`config.mk`:
```
export PLATFORM = sky130hd
export DESIGN_NAME = rbm_input_loader
export DESIGN_NICKNAME = d
export VERILOG_FILES = /design/src/rtl/rbm_input_loader_pkg.sv /design/src/rtl/rbm_frame_bank.sv /design/src/rtl/rbm_input_loader.sv
export SDC_FILE = /design/constraint.sdc
export NUM_CORES = 1
export LEC_CHECK = 0
export CAP_MARGIN = 20
export CELL_PAD_IN_SITES_DETAIL_PLACEMENT = 2
export CELL_PAD_IN_SITES_GLOBAL_PLACEMENT = 2
export CORE_MARGIN = 8
export CORE_UTILIZATION = 41
export CTS_BUF_LIST = sky130_fd_sc_hd__clkbuf_4 sky130_fd_sc_hd__clkbuf_8
export DETAILED_ROUTE_END_ITERATION = 7
export PLACE_DENSITY = 0.89
export REMOVE_ABC_BUFFERS = 1
export SETUP_SLACK_MARGIN = 0.15
export SLEW_MARGIN = 20
export SYNTH_ARGS = -nofsm -noshare
export SYNTH_HDL_FRONTEND = slang
export SYNTH_SLANG_ARGS = --single-unit
```
`constraint.sdc`:
```
create_clock -name clock -period 2.7 [get_ports clock]
set_input_delay 0.405 -clock clock [delete_from_list [all_inputs] [get_ports clock]]
set_output_delay 0.405 -clock clock [all_outputs]
set_load 0.05 [all_outputs]
```
`src/rtl/rbm_input_loader_pkg.sv`:
```
// Shared configuration for the RBM input loader.
// Holds the loader FSM encoding, the length of the restart pulse sent to the
// RBM core, and the helper that locates a pixel inside a packed frame word.
package rbm_input_loader_pkg;

    // Loader controller states
    typedef enum logic [1:0] {
        ST_IDLE    = 2'd0,   // nothing presented, waiting for a full bank
        ST_PRESENT = 2'd1,   // a full frame is held stable for the RBM core
        ST_RESTART = 2'd2    // rbm_reset pulse after the core finished a frame
    } loader_state_t;

    // Number of cycles rbm_reset stays high after each finished frame
    localparam int RESTART_CYCLES = 2;
    localparam int RESTART_CNT_W  = (RESTART_CYCLES > 1) ? $clog2(RESTART_CYCLES) : 1;

    // Ping-pong: one bank presented while the other fills
    localparam int NUM_BANKS = 2;

    // Port packing: pixel idx occupies bits [(idx+1)*width-1 : idx*width]
    function automatic int pixel_lsb(input int idx, input int width);
        return idx * width;
    endfunction

endpackage

```
`src/rtl/rbm_frame_bank.sv`:
```
// One frame buffer of input_dim pixels, bitlength bits each.
// Words are written sequentially starting at index 0; the bank tracks its own
// write index and reports, for the word being written, whether it completes a
// well-framed frame or breaks framing. Either outcome rewinds the index to 0.
//
// Ports:
//   clock, reset   - clock, asynchronous active-low reset
//   wr_en          - write wr_data at the current write index
//   wr_data        - pixel word
//   wr_last        - upstream end-of-frame marker for this word
//   frame_done     - (comb) this write is the last pixel and wr_last is set
//   frame_err      - (comb) wr_last and end-of-frame position disagree
//   frame          - packed contents, pixel i at [(i+1)*bitlength-1 : i*bitlength]
module rbm_frame_bank
    import rbm_input_loader_pkg::*;
#(
    parameter int input_dim = 15,
    parameter int bitlength = 12
) (
    input  logic                           clock,
    input  logic                           reset,
    input  logic                           wr_en,
    input  logic [bitlength-1:0]           wr_data,
    input  logic                           wr_last,
    output logic                           frame_done,
    output logic                           frame_err,
    output logic [input_dim*bitlength-1:0] frame
);

    localparam int IDX_W = (input_dim > 1) ? $clog2(input_dim) : 1;
    localparam logic [IDX_W-1:0] LAST_IDX = IDX_W'(input_dim - 1);

    logic [IDX_W-1:0] wr_idx_reg;
    logic [IDX_W-1:0] wr_idx_next;
    logic             at_end;

    assign at_end = (wr_idx_reg == LAST_IDX);

    // A good frame ends exactly when the last slot is written with wr_last.
    // Any disagreement between position and marker is a framing error.
    assign frame_done = wr_en && at_end && wr_last;
    assign frame_err  = wr_en && (at_end ^ wr_last);

    always_comb begin
        wr_idx_next = wr_idx_reg + IDX_W'(1);
        if (at_end || wr_last) begin
            wr_idx_next = '0;
        end
    end

    always_ff @(posedge clock or negedge reset) begin
        if (!reset) begin
            wr_idx_reg <= '0;
        end else if (wr_en) begin
            wr_idx_reg <= wr_idx_next;
        end
    end

    for (genvar gi = 0; gi < input_dim; gi++) begin : g_pixel
        logic [bitlength-1:0] pixel_reg;

        always_ff @(posedge clock or negedge reset) begin
            if (!reset) begin
                pixel_reg <= '0;
            end else if (wr_en && (wr_idx_reg == IDX_W'(gi))) begin
                pixel_reg <= wr_data;
            end
        end

        assign frame[pixel_lsb(gi, bitlength) +: bitlength] = pixel_reg;
    end

endmodule

```
`src/rtl/rbm_input_loader.sv`:
```
// Streams pixel words into ping-pong frame banks and presents complete frames
// to the RBM core (Main). While one bank is presented the other keeps filling.
// When Main raises finish, the presented bank is released, rbm_reset pulses for
// RESTART_CYCLES cycles, and the other bank is presented if it is already full.
//
// Ports:
//   clock, reset   - clock, asynchronous active-low reset
//   in_valid/in_data/in_last/in_ready - upstream pixel stream handshake
//   finish         - level from Main; its rising edge ends a presentation
//   rbm_reset      - restart pulse to Main
//   data_valid     - InputDataPort holds a complete frame
//   InputDataPort  - packed presented frame
//   frame_err      - one-cycle pulse on a framing error
module rbm_input_loader
    import rbm_input_loader_pkg::*;
#(
    parameter int input_dim = 15,
    parameter int bitlength = 12
) (
    input  logic                           clock,
    input  logic                           reset,
    input  logic                           in_valid,
    input  logic [bitlength-1:0]           in_data,
    input  logic                           in_last,
    output logic                           in_ready,
    input  logic                           finish,
    output logic                           rbm_reset,
    output logic                           data_valid,
    output logic [input_dim*bitlength-1:0] InputDataPort,
    output logic                           frame_err
);

    localparam int FRAME_W = input_dim * bitlength;

    loader_state_t            state_reg, state_next;
    logic [RESTART_CNT_W-1:0] restart_cnt_reg, restart_cnt_next;
    logic [NUM_BANKS-1:0]     bank_full_reg, bank_full_next;
    logic                     fill_sel_reg, fill_sel_next;
    logic                     pres_sel_reg, pres_sel_next;
    logic                     finish_reg;
    logic                     frame_err_reg;

    logic                     accept;
    logic                     finish_rise;
    logic                     free_bank;
    logic                     fill_other;
    logic [NUM_BANKS-1:0]     bank_wr_en;
    logic [NUM_BANKS-1:0]     bank_done;
    logic [NUM_BANKS-1:0]     bank_err;
    logic [FRAME_W-1:0]       bank_frame [NUM_BANKS];

    assign in_ready    = ~bank_full_reg[fill_sel_reg];
    assign accept      = in_valid && in_ready;
    assign finish_rise = finish && !finish_reg;
    assign fill_other  = ~fill_sel_reg;

    for (genvar gi = 0; gi < NUM_BANKS; gi++) begin : g_bank
        assign bank_wr_en[gi] = accept && (fill_sel_reg == 1'(gi));

        rbm_frame_bank #(
            .input_dim (input_dim),
            .bitlength (bitlength)
        ) u_bank (
            .clock      (clock),
            .reset      (reset),
            .wr_en      (bank_wr_en[gi]),
            .wr_data    (in_data),
            .wr_last    (in_last),
            .frame_done (bank_done[gi]),
            .frame_err  (bank_err[gi]),
            .frame      (bank_frame[gi])
        );
    end

    // Bank occupancy. A release and a completion in the same cycle both land:
    // they always target different banks (presented vs. filling).
    // Filling moves to the other bank only once it is empty, so the filling
    // bank never aliases the presented one.
    always_comb begin
        bank_full_next = bank_full_reg;
        if (free_bank) begin
            bank_full_next[pres_sel_reg] = 1'b0;
        end
        bank_full_next = bank_full_next | bank_done;

        fill_sel_next = fill_sel_reg;
        if (bank_full_next[fill_sel_reg] && !bank_full_next[fill_other]) begin
            fill_sel_next = fill_other;
        end
    end

    // Presentation controller
    always_comb begin
        state_next       = state_reg;
        restart_cnt_next = restart_cnt_reg;
        pres_sel_next    = pres_sel_reg;
        free_bank        = 1'b0;
        data_valid       = 1'b0;
        rbm_reset        = 1'b0;

        case (state_reg)
            ST_IDLE: begin
                if (|bank_full_reg) begin
                    pres_sel_next = bank_full_reg[0] ? 1'b0 : 1'b1;
                    state_next    = ST_PRESENT;
                end
            end

            ST_PRESENT: begin
                data_valid = 1'b1;
                // finish already high on entry is not a new completion
                if (finish_rise) begin
                    free_bank        = 1'b1;
                    restart_cnt_next = '0;
                    state_next       = ST_RESTART;
                end
            end

            ST_RESTART: begin
                rbm_reset = 1'b1;
                if (restart_cnt_reg == RESTART_CNT_W'(RESTART_CYCLES - 1)) begin
                    if (bank_full_reg[~pres_sel_reg]) begin
                        pres_sel_next = ~pres_sel_reg;
                        state_next    = ST_PRESENT;
                    end else begin
                        state_next    = ST_IDLE;
                    end
                end else begin
                    restart_cnt_next = restart_cnt_reg + RESTART_CNT_W'(1);
                end
            end

            default: begin
                state_next = ST_IDLE;
            end
        endcase
    end

    always_ff @(posedge clock or negedge reset) begin
        if (!reset) begin
            state_reg       <= ST_IDLE;
            restart_cnt_reg <= '0;
            bank_full_reg   <= '0;
            fill_sel_reg    <= 1'b0;
            pres_sel_reg    <= 1'b0;
            finish_reg      <= 1'b0;
            frame_err_reg   <= 1'b0;
        end else begin
            state_reg       <= state_next;
            restart_cnt_reg <= restart_cnt_next;
            bank_full_reg   <= bank_full_next;
            fill_sel_reg    <= fill_sel_next;
            pres_sel_reg    <= pres_sel_next;
            finish_reg      <= finish;
            frame_err_reg   <= |bank_err;
        end
    end

    assign frame_err     = frame_err_reg;
    assign InputDataPort = bank_frame[pres_sel_reg];

endmodule

```
After elaboration in Yosys (flattened, before gate mapping)

Cells that the tools add are included.
W data, S select, Z words.

Register bits after elaboration: 377
Bits of input ports: 17
Output and inout bits: 184
Logic and storage cells: 178

Add/sub/neg operators: 3
Order comparisons: 6
Equality and inequality tests: 34
Multiplexer cells: 33
Bitwise gates (word level): 9
Reductions and logical operators: 54

Operators by type and width:

| kind                  | number |
|---|---|
| $mux W180             | 3 |
| $eq A4 B4 Y1 const B  | 14 |
| $logic_and A1 B1 Y1   | 40 |
| $eq A4 B3 Y1 const B  | 8 |
| $mux W1               | 20 |
| $eq A4 B2 Y1 const B  | 4 |
| $add A4 B1 Y4 const B | 2 |
| $eq A4 B1 Y1 const B  | 2 |
| $logic_not A4 Y1      | 2 |
| $lt A1 B2 Y1 const B  | 4 |
| $mux W2               | 4 |
| $mux W4               | 2 |
| $ne A2 B2 Y1 const B  | 4 |
| $pmux W2 S3           | 1 |
| $pmux W1 S2           | 2 |
| $reduce_and A4 Y1     | 1 |
| $reduce_bool A2 Y1    | 2 |
| $reduce_or A2 Y1      | 2 |
| $not A1 Y1            | 3 |
| $reduce_and A3 Y1     | 1 |
| $and A2 B2 Y2         | 1 |
| $eq A2 B1 Y1 const B  | 1 |
| $eq A2 B2 Y1 const B  | 1 |
| $ge A2 B2 Y1 const B  | 1 |
| 11 further kinds      | 14 |

Longest topological paths before layout

Gate-level depths: netlist of run 1.

Depth in word-level cells: 12
Gate-level depth with buffers: 7
Mapped depth without buffers: 7

Cells and area by module

From an unflattened synthesis of run 1, not the netlist that was laid out.

Cells, all modules: 1116
Area, all modules: 16713.5 um^2

Modules (own cells, without submodules):

| module                             | times used | cells each | area each (um^2) | sequential area each (um^2) |
|---|---|---|---|---|
| rbm_frame_bank at g_bank[1].u_bank | 1          | 440        | 7071.8           | 4604.4 |
| rbm_frame_bank at g_bank[0].u_bank | 1          | 437        | 7056.8           | 4604.4 |
| rbm_input_loader                   | 1          | 239        | 2585.0           | 225.2 |

Worst setup path after synthesis of run 1

Ideal clock, no wire load.

Kind: reg2reg
Start: reg fill_sel_reg
End: reg g_bank[0].u_bank.g_pixel[6].pixel_reg[10]
Setup time: 0.125 ns
Arrival: 1.747 ns
Data required time: 2.575 ns
Path slack: 0.828 ns
Stages on the path, launching flop included: 6
Buffers on the path: 2
Clock period less this slack: 1.872 ns
Cell sequence: dfrtp_1 -> buf_6 -> or4b_4 -> nor2_1 -> buf_2 -> mux2_2

Longest elaborated chain between the ends: 6
Elaborated cells on any way between the ends: 7
Those cells by class: 2 x mux; 2 x bitwise; 3 x reduce/logical

RTL lines:

| what                                        | line                    | text |
|---|---|---|
| start, declared                             | rbm_input_loader.sv:38  | `logic fill_sel_reg, fill_sel_next;` |
| start signal, assigned                      | rbm_input_loader.sv:152 | `fill_sel_reg <= fill_sel_next;` |
| $mux W1 (implied by the code) (2 in series) | rbm_input_loader.sv:52  | `assign in_ready = ~bank_full_reg[fill_sel_reg];` |
| $not A1 Y1                                  | rbm_input_loader.sv:52  |  |
| $logic_and A1 B1 Y1                         | rbm_input_loader.sv:53  | `assign accept = in_valid && in_ready;` |
| $logic_and A1 B1 Y1 (*)                     | rbm_input_loader.sv:58  | `assign bank_wr_en[gi] = accept && (fill_sel_reg == 1'(gi));` |
| $logic_and A1 B1 Y1 (*)                     | rbm_frame_bank.sv:65    | `end else if (wr_en && (wr_idx_reg == IDX_W'(gi))) begin` |
| end signal, assigned                        | rbm_frame_bank.sv:66    | `pixel_reg <= wr_data;` |
| end, declared                               | rbm_frame_bank.sv:60    | `logic [bitlength-1:0] pixel_reg;` |

Every way passes the cells marked *; elsewhere a longest branch is shown, timed or not. The select of a mux whose other input is x is not followed.
A chain may end at the register's enable or synchronous reset.

Final worst setup path of run 1

Start: reg pres_sel_reg
End: out InputDataPort[130]

Longest elaborated chain between the ends: 4

RTL lines:

| what                                          | line                    | text |
|---|---|---|
| start, declared                               | rbm_input_loader.sv:39  | `logic pres_sel_reg, pres_sel_next;` |
| start signal, assigned                        | rbm_input_loader.sv:153 | `pres_sel_reg <= pres_sel_next;` |
| $not A1 Y2 (implied by the code)              | rbm_input_loader.sv:160 | `assign InputDataPort = bank_frame[pres_sel_reg];` |
| $mux W180 (implied by the code) (3 in series) | rbm_input_loader.sv:160 |  |
| end, declared                                 | rbm_input_loader.sv:29  | `output logic [input_dim*bitlength-1:0] InputDataPort,` |

Every way passes these cells. The select of a mux whose other input is x is not followed.

==> results of run 1 <==
[cell type report]
class,count,share of cell area (%)
diodes,2,0.02441
clock buffers,113,7.096
clock inverters,3,0.1953
inverters,9,0.1647
multi-input cells,653,33.12
flip-flops and latches,377,46.02
well taps,532,3.246
repair buffers,250,10.13
[cells in the final DEF (no fill, tap or decap), types with 2 or more instances in the layout]
master           count
nor3_2               5
a21o_1               2
mux2_2             540
clkdlybuf4s50_1      9
dlygate4sd2_1        2
nand2_1             23
diode_2              2
buf_16               4
ha_1                10
nor2_1              19
clkinv_2             2
nand4b_1             2
clkbuf_4            16
dfrtp_1            376
o21ai_0             13
mux2i_1              2
buf_12               6
nand3_1             14
clkbuf_8            97
nand3b_1             2
clkbuf_2             2
a22o_1               4
clkdlybuf4s15_2     26
buf_4              166
inv_1                9
buf_2               33
nor2b_1              5
[repair_timing]
action	4_1_cts	5_1_grt
gates resized for setup	218	5
setup endpoints to repair	181	164
hold buffers	1	0
cloned	2	0
hold endpoints to repair	49	0
buffers inserted	0	2
[power groups by stage]
| stage | combinational (mW) | clock (mW) | sequential, mW |
|---|---|---|---|
| 6_report | 6.09 | 5.85 | 6.62 |
| 5_1_grt | 6.37 | 6.26 | 6.69 |
| 3_5_place_dp | 6.06 | 0 | 6.70 |
| 4_1_cts | 6.17 | 6.03 | 6.64 |
| 2_1_floorplan | 3.62 | 0 | 6.79 |
| 3_3_place_gp | 5.94 | 0 | 6.61 |
[layer usage]
layer / global-route usage [%] / vias to the layer above / part of all wire [%]
met5: 0 / - / 0
met4: 7.169 / 0 / 2.6
met3: 4.341 / 82 / 4.1
met2: 37.76 / 226 / 53
met1: 25.51 / 5447 / 41
li1: - / 4464 / -
[cell families after synthesis]
group                      share of synthesized area [%]
AOI/OAI and AO/OA                                 0.9322
adders and majority gates                         0.7518
buffers and inverters                              2.601
DFF                                                56.68
muxes                                              36.66
and+or+nand+nor                                    2.376
[through the flow]
step / setup TNS (ns) / power [mW]
after global placement: 0 / 12.55
after CTS: 0 / 18.84
after detailed placement: 0 / 12.75
after global routing: 0 / 19.32
after floorplan: -470.64 / 10.41
final: 0 / 18.57
[worst paths after layout]
kind | from | to | slack (ns) | cells after the start
worst max-delay path | pres_sel_reg | InputDataPort[130] | 0.13 | 4
worst min-delay path | finish | finish_reg | 0.33 | 1
worst max register to register | fill_sel_reg | g_bank[1].u_bank.g_pixel[7].pixel_reg[3] | 0.64 | 4
max in group asynchronous | reset | g_bank[0].u_bank.g_pixel[2].pixel_reg[9] | 1.52 | 3
min in group asynchronous | reset | g_bank[1].u_bank.g_pixel[14].pixel_reg[2] | 0.35 | 2
worst min register to register | g_bank[0].u_bank.g_pixel[5].pixel_reg[4] | g_bank[0].u_bank.g_pixel[5].pixel_reg[4] | 0.50 | 1
[critical path: stages, from the launching register on]
cell and delay [ns]:
dfrtp_4 0.48, buf_12 0.14, buf_16 0.25, mux2_2 0.41
buf_4 0.20
==> flow_summary_export.csv, run 1 <==
group,metric,value,unit
finish,syn2layout_area_growth,23.21,%
place,place_inst,1817,
power,p_sw,6.663,mW
logic_synthesis,ys_seq_elements,377,
power,p_int,11.90,mW
timing,hold_viol_final,0,
timing,hold_ws,0.3317,ns
logic_synthesis,syn_area_per_cell,14.73,µm²
timing,rsz0062_at_grt,"true",
clock_network,cts_root_buf,"clkbuf_8",
critical_path,crit_path_start_kind,"flop",
power,switching_share,35.89,%
grt,overflow,0,
place,place_ws,0.3135,ns
clock_network,cts_tree,"built",
floorplanning,die_h,217.5,µm
timing,finalCritPeriodShare,95.05,%
routing,drc_errors,0,
clock_network,cts_buffers,67,
timing,maxSlewViolCount,0,
routing,vias,10220,
critical_path,path_class,"reg -> out",
clock_network,cts_buffer_depth,3,
floorplanning,rows,74,
power,p_per_area,905.4,nW/µm²
timing,setup_violations,0,
logic_synthesis,ys_top_cells_by_area,"dfrtp_1, mux2_2, clkbuf_1",
power,p_leak,10.33,nW
routing,routedWlPerCell,25.63,µm
routing,vias_per_cell,5.270,
critical_path,worstPathRequired,2.30,ns
power,p_seq_share,35.7,%
timing,skew,0.02457,ns
critical_path,cp_max_fo,52,
logic_synthesis,ys.flop_type,"dfrtp_1",
power,vdd_drop_max,0.0008061,V
floorplanning,dieArea,47300,µm²
logic_synthesis,synth_top_area_share,56.68,%
logic_synthesis,yosys_warnings,0,
place,io_buffers,200,
job,maxCapViolCount,0,
critical_path,cp-end-kind,"primary output",
logic_synthesis,synth_cell_type_count,33,
finish,final_design_area_no_fill,20510,µm²
finish,final_nets,1385,
grt,grt_use_total,21.30,%
grt,grt_max_degree,75,
routing,wl,49690,µm
floorplanning,num_io_pins,201,
routing,ant_nets,0,
logic_synthesis,synth_top_cell_by_area,"dfrtp_1",
finish,largest_reg_flops,360,
finish,multi_input_area,6792,µm²
power,p_comb_share,32.8,%
logic_synthesis,synth_edf_count,0,
finish,drive_above_1_share,64.27,%
timing,fmax,0.3897,GHz
outcome,status,"complete, no violations",
logic_synthesis,yosysMostFrequentCell,"mux2_2",
place,dp.final_hpwl,30710,µm
routing,firstDrtPassIters,4,
clock_network,cts.clk_slew.worst_paths,0.07,ns
floorplanning,core_area,40460,µm²
finish,ff_latch_area,9438,µm²
power,clockPowerShare,31.5,%
logic_synthesis,synth-async-reset-ratio,100.0,%
routing,dr.first_iter.drc_count,325,
clock_network,cts-htree-levels,3,
logic_synthesis,ys_seq_area_share,56.68,%
logic_synthesis,syn-cell-area,16640,µm²
grt,grt_pass1_wl,77620,µm
timing,finalCriticalPeriod,2.566,ns
finish,stdcell_count,1939,
timing,worst_pin_slew,0.8894,ns
grt,grt_pass1_vias,12310,
place,post_dp_cell_area,19000,µm²
finish,n_fill_cell,3737,
place,gp_congestion,0.7337,
floorplanning,start_util,41.13,%
logic_synthesis,syn_inst,1130,
clock_network,insertion_delay,0.60,ns
timing,slew_headroom,40.71,%
logic_synthesis,synthTopCellsByCount,"mux2_2, dfrtp_1, clkbuf_1, nand2_1, buf_2",
grt,antenna_found_initial,1,
clock_network,clock_sinks,377,
floorplanning,die_w,217.5,µm
finish,utilization,50.68,%
critical_path,cp_data_arrival_time,2.16,ns
min_path,worstHoldPathType,"in -> reg",
timing,fin_ws,0.1337,ns
(Power assumes the default switching activity.)
==> inputs of run 2 (changes only) <==
--- a/config.mk
+++ b/config.mk
@@ -5,6 +5,7 @@
 export SDC_FILE = /design/constraint.sdc
 export NUM_CORES = 1
 export LEC_CHECK = 0
+export ABC_CLOCK_PERIOD_IN_PS = 2700
 export CAP_MARGIN = 20
 export CELL_PAD_IN_SITES_DETAIL_PLACEMENT = 2
 export CELL_PAD_IN_SITES_GLOBAL_PLACEMENT = 2
==> results of run 2 <==
No change in the layout: final DEF, timing and power equal those of run 1.
==> inputs of run 3 (changes only) <==
--- a/config.mk
+++ b/config.mk
@@ -5,7 +5,7 @@
 export SDC_FILE = /design/constraint.sdc
 export NUM_CORES = 1
 export LEC_CHECK = 0
-export ABC_CLOCK_PERIOD_IN_PS = 2700
+export ABC_CLOCK_PERIOD_IN_PS = 2450
 export CAP_MARGIN = 20
 export CELL_PAD_IN_SITES_DETAIL_PLACEMENT = 2
 export CELL_PAD_IN_SITES_GLOBAL_PLACEMENT = 2
==> constraint.sdc (replaced) <==
create_clock -name clock -period 2.45 [get_ports clock]
set_input_delay 0.3675 -clock clock [delete_from_list [all_inputs] [get_ports clock]]
set_output_delay 0.3675 -clock clock [all_outputs]
set_load 0.05 [all_outputs]
==> run 3 against run 2 <==
The run now ends with negative setup slack left. Non-clock buffer count increased by 27. Register-to-register slack got worse by 0.25 ns. Worst hold slack got worse by 0.065 ns. Combinational power grew 45%. Sequential cell count is the same. Utilization up 4.1 points. Final cell count rose by 0.98%. Die area unchanged. Wire length is 15% higher. Largest cell class unchanged. Largest power group is now combinational cells.
==> flow_summary_export.csv, run 3 (synthesized netlist as in run 1, its figures left out) <==
group,metric,value,unit
outcome,status,"finished, violations left",
outcome,failed_checks,"negative setup slack",
power,p_per_area,999.3,nW/µm²
clock_network,cts-htree-levels,3,
routing,vias,10560,
critical_path,worstPathRequired,2.08,ns
critical_path,r2r-start,"g_bank[0].u_bank.wr_idx_reg[3]",
grt,overflow,0,
grt,grt_max_degree,71,
routing,ant_nets,0,
critical_path,cpMostUsedCell,"buf_12",
timing,rsz0062_at_grt,"true",
routing,drc_errors,0,
timing,hold_ws,0.2668,ns
floorplanning,die_w,217.5,µm
floorplanning,num_io_pins,201,
timing,worst_pin_slew,0.8600,ns
finish,drive_above_1_share,65.01,%
power,p_leak,11.04,nW
power,vdd_drop_max,0.0007654,V
finish,n_antenna_cell,0,
critical_path,crit_chain,"buf_8, buf_12, buf_12, mux2_4, buf_6",
finish,n_fill_cell,3489,
critical_path,crit_path_start_kind,"flop",
critical_path,crit_path_top_delay_cell,"dfrtp_4",
critical_path,path_class,"reg -> out",
place,place_ws,0.08197,ns
clock_network,cts.clk_slew.worst_paths,0.06,ns
min_path,min_from,"finish",
min_path,worstHoldPathType,"in -> reg",
timing,finalCriticalPeriod,2.457,ns
finish,syn2layout_area_growth,33.22,%
clock_network,cts_buffers,68,
grt,grt_use_total,23.14,%
clock_network,cts_buffer_depth,3,
critical_path,slowest_delay,0.54,ns
grt,antenna_found_initial,0,
routing,dr.first_iter.drc_count,399,
critical_path,rrSetupSlack,0.39,ns
timing,setup_violations,5,
clock_network,cts_tree,"built",
critical_path,path_depth,5,
grt,grt_pass1_wl,82700,µm
finish,multi_input_area,7103,µm²
timing,skew,0.02743,ns
job,maxCapViolCount,0,
finish,layout_common_cells,"mux2_2, dfrtp_1, buf_8, mux2_4, clkbuf_8",
floorplanning,dieArea,47300,µm²
place,io_buffers,200,
critical_path,crit_buf_inv,4,
finish,layout_commonest_cell,"mux2_2",
grt,grt_pass1_vias,12820,
clock_network,cts_root_buf,"clkbuf_8",
timing,maxSlewViolCount,0,
min_path,min_to,"finish_reg",
finish,ff_latch_area,9439,µm²
timing,fin_ws,-0.006614,ns
critical_path,r2r_cells,5,
critical_path,cp_max_fo,12,
routing,wl,57210,µm
critical_path,regToRegEndpoint,"g_bank[0].u_bank.g_pixel[2].pixel_reg[4]",
min_path,hold_depth,1,
timing,hold_viol_final,0,
routing,routedWlPerCell,29.22,µm
finish,largest_reg_flops,360,
timing,slew_headroom,42.66,%
clock_network,clock_sinks,377,
floorplanning,rows,74,
floorplanning,die_h,217.5,µm
routing,firstDrtPassIters,4,
floorplanning,core_area,40460,µm²
timing,finalCritPeriodShare,100.3,%
place,dp.final_hpwl,31870,µm
timing,fmax,0.4071,GHz
floorplanning,start_util,41.13,%
finish,final_nets,1413,
critical_path,cp-end-kind,"primary output",
clock_network,insertion_delay,0.62,ns
critical_path,critPathTopFamily,"buffers and inverters",
routing,vias_per_cell,5.392,
critical_path,cp_data_arrival_time,2.09,ns
place,gp_congestion,0.7589,
-- run 3: cell types whose count changed in the layout (fill, tap and decap cells not counted), sizes merged --
cell / change
buf: +49
bufinv: -1
clkbuf: -7
clkdlybuf4s15: -26
clkinv: +3
clkinvlp: +4
diode: -2
dlygate4sd2: -2
inv: +1
-- run 3: metrics by stage --
step | std cells | total power, mW | cell area, µm² | utilization, % | TNS, ns
4_1_cts | 1952 | 21.45 | 21510 | 53.16 | -0.4171
2_1_floorplan | 1039 | 11.34 | 16240 | - | -510.14
3_5_place_dp | 1826 | 14.07 | 19010 | 46.99 | 0
5_1_grt | 1958 | 22.92 | 22170 | 54.80 | -1.832
3_3_place_gp | 1826 | 13.85 | 19010 | 46.99 | 0
6_report | 1958 | 22.16 | 22170 | 54.80 | -0.01447
-- run 3: how the worst max path moves through the flow --
stage | start | endpoint | slack (ns)
after global routing | pres_sel_reg | InputDataPort[138] | -0.06
final | pres_sel_reg | InputDataPort[138] | -0.007
after detailed placement | in_valid | g_bank[0].u_bank.g_pixel[2].pixel_reg[4] | 0.08
after global placement | in_valid | g_bank[0].u_bank.g_pixel[0].pixel_reg[8] | 0.12
after floorplan | pres_sel_reg | InputDataPort[0] | -2.77
after CTS | pres_sel_reg | InputDataPort[4] | -0.03
-- run 3: routing by layer --
| metal | routed length, µm | part of all wire (%) | vias to the layer above | track usage [%] |
|---|---|---|---|---|
| met2 | 30680 | 54 | 262 | 41.44 |
| met1 | 22330 | 39 | 5654 | 26.90 |
| met4 | 2010 | 3.5 | 0 | 9.986 |
| met3 | 2195 | 3.8 | 125 | 4.119 |
| met5 | 0 | 0 | - | 0 |
| li1 | - | - | 4517 | - |
-- run 3: cell type report --
class,count,area share [%]
Sequential cell,377,42.57
Multi-Input combinational cell,653,32.04
Timing Repair Buffer,277,16.28
Clock buffer,100,5.671
Tap cell,532,3.002
Clock inverter,10,0.2878
Inverter,9,0.1524
-- run 3: power by group --
part,switching (mW),internal [mW],leakage [nW]
Sequential,0.442,6.88,5.08
Clock,2.75,3.27,0.694
Combinational,4.94,3.88,5.27
Total,8.13,14.0,11.0
-- run 3: repair_timing --
| action | in CTS | in global routing |
|---|---|---|
| endpoints found under the setup margin | 179 | 183 |
| cloned | 7 | 6 |
| hold endpoints to repair | 61 | 0 |
| hold buffers | 1 | 0 |
| setup buffers | 8 | 0 |
| gates resized for setup | 233 | 142 |
